==> src/rtl/fpu_cmp_pkg.sv <==
// Shared types and constants for the FPU comparison front end.
package fpu_cmp_pkg;

    // Default IEEE-754 single-precision field widths and derived widths
    localparam int DEF_EXP_W  = 8;
    localparam int DEF_MAN_W  = 23;
    localparam int DEF_OP_W   = 1 + DEF_EXP_W + DEF_MAN_W;
    localparam int DEF_EDIF_W = DEF_EXP_W + 1;
    localparam int DEF_MRES_W = DEF_MAN_W + 2;

    // Sequencer states
    typedef enum logic [2:0] {
        IDLE    = 3'd0,
        EXP     = 3'd1,
        MAN     = 3'd2,
        RESOLVE = 3'd3,
        DONE    = 3'd4
    } state_t;

    // Operand split into fields, with the hidden bit restored
    typedef struct packed {
        logic                 sign;
        logic [DEF_EXP_W-1:0] exp;
        logic [DEF_MAN_W:0]   mant_with_hidden;
        logic                 is_zero;
        logic                 is_nan;
    } fp_operand_t;

    // Ordering flags; lt/eq/gt are one-hot unless unord is set
    typedef struct packed {
        logic unord;
        logic lt;
        logic eq;
        logic gt;
    } cmp_flags_t;

endpackage

==> src/rtl/fp_unpack.sv <==
// Combinational operand splitter: sign, exponent, mantissa with hidden bit,
// zero and NaN detection. Denormals keep a hidden bit of 0.
module fp_unpack #(
    parameter int EXP_W = 8,
    parameter int MAN_W = 23
) (
    input  logic [EXP_W+MAN_W:0] operand,
    output logic                 sign,
    output logic [EXP_W-1:0]     exponent,
    output logic [MAN_W:0]       mant,
    output logic                 is_zero,
    output logic                 is_nan
);

    logic [MAN_W-1:0] frac;
    logic             exp_nonzero;
    logic             exp_all_ones;

    assign sign         = operand[EXP_W+MAN_W];
    assign exponent     = operand[EXP_W+MAN_W-1:MAN_W];
    assign frac         = operand[MAN_W-1:0];
    assign exp_nonzero  = |exponent;
    assign exp_all_ones = &exponent;

    // Hidden bit is present only for normalised (nonzero exponent) values
    always_comb begin
        mant    = {exp_nonzero, frac};
        is_zero = ~exp_nonzero & ~(|frac);
        is_nan  = exp_all_ones & (|frac);
    end

endmodule

==> src/rtl/fp_cmp_sequencer.sv <==
// Multi-cycle FP compare front end: computes exponent difference, optional
// mantissa subtraction, and resolves held lt/eq/gt flags.
// Optional build macro: FP_CMP_NAN_EN (NaN operands report unordered).
module fp_cmp_sequencer
    import fpu_cmp_pkg::*;
#(
    parameter int EXP_W = DEF_EXP_W,
    parameter int MAN_W = DEF_MAN_W
) (
    input  logic                 clk,
    input  logic                 rst,
    input  logic                 in_valid,
    output logic                 in_ready,
    input  logic [EXP_W+MAN_W:0] a,
    input  logic [EXP_W+MAN_W:0] b,
    output logic                 out_valid,
    input  logic                 out_ready,
    output logic [EXP_W:0]       exp_diff,
    output logic [MAN_W+1:0]     mantissa_res,
    output logic                 a_lt_b,
    output logic                 a_eq_b,
    output logic                 a_gt_b,
    output logic                 unordered
);

    localparam int OP_W = 1 + EXP_W + MAN_W;

    state_t           state_reg;
    logic [OP_W-1:0]  op_reg [2];

    logic             op_sign [2];
    logic [EXP_W-1:0] op_exp  [2];
    logic [MAN_W:0]   op_mant [2];
    logic             op_zero [2];
    logic             op_nan  [2];

    logic [EXP_W:0]   exp_diff_next;
    logic [MAN_W+1:0] mant_diff_next;
    logic             signs_equal;
    cmp_flags_t       flags_next;

    // Unpack both captured operands (index 0 = A, 1 = B)
    generate
        for (genvar gi = 0; gi < 2; gi++) begin : g_unpack
            fp_unpack #(
                .EXP_W (EXP_W),
                .MAN_W (MAN_W)
            ) u_unpack (
                .operand  (op_reg[gi]),
                .sign     (op_sign[gi]),
                .exponent (op_exp[gi]),
                .mant     (op_mant[gi]),
                .is_zero  (op_zero[gi]),
                .is_nan   (op_nan[gi])
            );
        end
    endgenerate

    assign exp_diff_next  = {1'b0, op_exp[0]} - {1'b0, op_exp[1]};
    assign mant_diff_next = {1'b0, op_mant[0]} - {1'b0, op_mant[1]};
    assign signs_equal    = (op_sign[0] == op_sign[1]);

    // Ordering decision from the registered difference words
    always_comb begin
        logic mag_lt;
        logic mag_gt;
        logic mag_eq;
        flags_next = '0;
        mag_lt     = 1'b0;
        mag_gt     = 1'b0;
        mag_eq     = 1'b0;
        // Exponents decide first; mantissa_res is only meaningful when the
        // exponents matched, which is exactly when MAN was visited.
        if (exp_diff != '0) begin
            mag_lt = exp_diff[EXP_W];
            mag_gt = ~exp_diff[EXP_W];
        end else if (mantissa_res == '0) begin
            mag_eq = 1'b1;
        end else begin
            mag_lt = mantissa_res[MAN_W+1];
            mag_gt = ~mantissa_res[MAN_W+1];
        end

        if (op_zero[0] && op_zero[1]) begin
            flags_next.eq = 1'b1;
        end else if (!signs_equal) begin
            flags_next.gt = op_sign[1];
            flags_next.lt = op_sign[0];
        end else if (op_sign[0]) begin
            // Both negative: larger magnitude means smaller value
            flags_next.lt = mag_gt;
            flags_next.gt = mag_lt;
            flags_next.eq = mag_eq;
        end else begin
            flags_next.lt = mag_lt;
            flags_next.gt = mag_gt;
            flags_next.eq = mag_eq;
        end
`ifdef FP_CMP_NAN_EN
        if (op_nan[0] || op_nan[1]) begin
            flags_next = '0;
            flags_next.unord = 1'b1;
        end
`endif
    end

`ifndef FP_CMP_NAN_EN
    // NaN detection is not consumed when unordered reporting is disabled
    logic nan_unused;
    assign nan_unused = op_nan[0] ^ op_nan[1];
`endif

    // Sequencer FSM with registered handshake and result outputs
    always_ff @(posedge clk) begin
        if (rst) begin
            state_reg    <= IDLE;
            op_reg[0]    <= '0;
            op_reg[1]    <= '0;
            in_ready     <= 1'b1;
            out_valid    <= 1'b0;
            exp_diff     <= '0;
            mantissa_res <= '0;
            a_lt_b       <= 1'b0;
            a_eq_b       <= 1'b0;
            a_gt_b       <= 1'b0;
            unordered    <= 1'b0;
        end else begin
            case (state_reg)
                IDLE: begin
                    if (in_valid) begin
                        op_reg[0] <= a;
                        op_reg[1] <= b;
                        in_ready  <= 1'b0;
                        state_reg <= EXP;
                    end
                end
                EXP: begin
                    exp_diff <= exp_diff_next;
                    if ((exp_diff_next == '0) && signs_equal) begin
                        state_reg <= MAN;
                    end else begin
                        state_reg <= RESOLVE;
                    end
                end
                MAN: begin
                    mantissa_res <= mant_diff_next;
                    state_reg    <= RESOLVE;
                end
                RESOLVE: begin
                    a_lt_b    <= flags_next.lt;
                    a_eq_b    <= flags_next.eq;
                    a_gt_b    <= flags_next.gt;
                    unordered <= flags_next.unord;
                    out_valid <= 1'b1;
                    state_reg <= DONE;
                end
                DONE: begin
                    if (out_ready) begin
                        out_valid <= 1'b0;
                        in_ready  <= 1'b1;
                        state_reg <= IDLE;
                    end
                end
                default: begin
                    state_reg <= IDLE;
                    in_ready  <= 1'b1;
                    out_valid <= 1'b0;
                end
            endcase
        end
    end

endmodule

==> config.mk <==
export PLATFORM = sky130hd
export DESIGN_NAME = fp_cmp_sequencer
export DESIGN_NICKNAME = d
export VERILOG_FILES = /design/src/rtl/fpu_cmp_pkg.sv /design/src/rtl/fp_unpack.sv /design/src/rtl/fp_cmp_sequencer.sv
export SDC_FILE = /design/constraint.sdc
export NUM_CORES = 1
export LEC_CHECK = 0
export ABC_AREA = 1
export BUFFER_PORTS_ARGS = -buffer_cell sky130_fd_sc_hd__buf_4
export CAP_MARGIN = 20
export CORE_MARGIN = 3
export CORE_UTILIZATION = 35
export CTS_CLUSTER_SIZE = 12
export DETAILED_ROUTE_END_ITERATION = 7
export PLACE_DENSITY_LB_ADDON = 0.05
export SLEW_MARGIN = 0
export SYNTH_ARGS = -nofsm -noshare
export SYNTH_HDL_FRONTEND = slang
export SYNTH_HIERARCHICAL = 1
export SYNTH_SLANG_ARGS = --single-unit
==> constraint.sdc <==
create_clock -name clk -period 7.6 [get_ports clk]
set_input_delay 0.38 -clock clk [delete_from_list [all_inputs] [get_ports clk]]
set_output_delay 0.38 -clock clk [all_outputs]
set_load 0.02 [all_outputs]
==> impl_metrics.ini <==
[clock_tree]
clk_path_buf_depth = 2
clock-sinks = 106
cts_tree = yes
cts_buffers = 9
cts_hold_buf = 0
clk-insertion-delay-late_ns = 0.36
clkSlewWorstSetupHoldPaths_ns = 0.08
postCtsSetupRepairBufs = 0
ctsRootBufferMaster = clkbuf_16
htree_num_levels = 3
cts.repair.resized = 0

[synth]
synth_warnings = 6
syn_area_sq_um = 6850
netlist_instances = 920
syn_nets = 1022
avgSynthCellArea_sq_um = 7.45

[setup_path]
reg2reg_from = op_reg[0][32]
r2r_setup_slack_ns = 5.42
r2r_cells = 10
critPathCaptureType = flip-flop
crit_required_ns = 7.91
critical_path_class = flip-flop to flip-flop
path_cells = ha_1 -> fa_1 -> o21ai_2 -> nand2_2 -> nand2_2 -> nand2_2 -> nand2_2 -> xor2_1 -> o21ai_0 -> inv_1
worstReg2RegEnd = mantissa_res[10]
cp.arrival_ns = 2.49
cp_slowest_cell = fa_1
startpoint = op_reg[0][32]
crit_top_cell = nand2_2
start_kind = flip-flop
slowest_delay_ns = 0.45
endpoint = mantissa_res[10]
path_max_fanout = 4

[floorplan]
rows = 50
fp.dieW_um = 146
core_sq_um = 19000
dieArea_sq_um = 21300
ios = 108
initial_core_util = 0.362
die_height_um = 146

[sta]
relSlewSlack = 0.364
clock.fmax_ghz = 0.459
worst_pin_slew_ns = 0.950
slew_violations = 0
setup_viol = 0
period_needed_ns = 2.18
timing.final.crit_share = 0.287
rsz0062_at_grt = no
fin_worst_skew_ns = 0.0146
hold_viol_final = 0
fin_ws_ns = 5.42
tns_ns = 0

[power]
p_leak_nw = 3.96
power.density_nw_per_um2 = 233
vdd.ir_drop.worst_uv = 98.0

[final_layout]
nets = 1059
n_antenna_cell = 0
design_area_sq_um = 7710
final_layout_size_suffix_gt1_frac = 0.150
post-route-util = 0.407
fill_cells = 2037
largest_reg_flops = 64
syn2layout_area_growth_pct = 12.5

[global_route]
grt-ovfl-total = 0
grt_usage = 0.155
grt_pass1_wl_mm = 26.9
grt_pass1_vias = 5209
antenna_found_initial = 0
grt_max_degree = 65

[place]
io_buffers = 106
preCtsSetupSlack_ns = 5.36
place_area_sq_um = 7440
hpwl_mm = 12.9
place.gp.congestion = 0.859

[routing]
drc = 0
wl_per_cell_um = 13.3
drt_first_iter_violations = 311
dr.pass1.iters = 7
ant_nets = 0
routed_wl_mm = 16.2
via_per_inst = 4.32
vias = 5283

[min_path]
hold_path_class = input pin to flip-flop

[flow_run]
drv_cap = 0

[run_status]
status = completed
cells in the final DEF (no fill, tap or decap), types with 2 or more instances in the layout:
master and n:
a21o_1 6, a21oi_1 57, a21oi_2 2, buf_4 108, clkbuf_16 9, clkinvlp_2 2
clkinvlp_4 2, dfxtp_1 42, edfxtp_1 64, fa_1 2, ha_1 32, inv_1 202
nand2_1 126, nand2_2 8, nand3_1 36, nand3b_1 5, nand4_1 23, nor2_1 149
nor2_2 2, nor3_1 4, nor3_2 2, o211ai_1 6, o21a_1 2, o21ai_0 36
o21ai_1 4, o21ai_2 2, o21bai_1 3, xnor2_1 3, xor2_1 11
through the flow:
| step | total power [mW] | std cells | hold WS, ns |
|---|---|---|---|
| floorplan | 1.21 | 920 | 0.511 |
| global placement | 1.37 | 1205 | 0.457 |
| detailed placement | 1.37 | 1206 | 0.459 |
| CTS | 1.82 | 1222 | 0.303 |
| global route | 1.93 | 1222 | 0.329 |
| finish | 1.80 | 1222 | 0.313 |
how the worst min path moves through the flow:
stage | startpoint | endpoint | slack [ns] | cells past startpoint
final | a[9] | op_reg[0][9] | 0.31 | 3
after global routing | a[28] | op_reg[0][28] | 0.33 | 3
after CTS | a[9] | op_reg[0][9] | 0.30 | 3
after detailed placement | a_lt_b | a_lt_b | 0.46 | 2
after global placement | a_gt_b | a_gt_b | 0.46 | 2
after floorplan | state_reg[0] | state_reg[0] | 0.51 | 3
critical path, delay by kind of cell (launching register included):
family	cells	cell delay [ns]
fa+ha+maj	2	0.69
flops	1	0.41
compound gates	2	0.40
simple gates	4	0.34
xor+xnor	1	0.23
buf+inv	1	0.07
metal layers:
| layer | vias up | routed length [um] | global-route usage |
|---|---|---|---|
| li1 | 2878 | - | - |
| met1 | 2281 | 9120 | 0.249 |
| met2 | 110 | 6270 | 0.210 |
| met3 | 14 | 609 | 0.0249 |
| met4 | 0 | 214 | 0.0456 |
| met5 | - | 0 | 0 |
final cells by class:
class	count	area [sq um]	share of cell area
Inverter	203	762	0.0988
Sequential cell	106	2760	0.358
Tap cell	260	325	0.0422
Multi-Input combinational cell	528	2770	0.359
Clock inverter	7	45.0	0.00584
Timing Repair Buffer	109	822	0.107
Clock buffer	9	225	0.0292
where the power goes:
| part | switching [mW] | internal, mW |
|---|---|---|
| clock network | 0.220 | 0.221 |
| registers | 0.0453 | 0.685 |
| logic | 0.395 | 0.230 |
| total | 0.660 | 1.14 |
No activity file was read; power rests on OpenSTA's default activity.
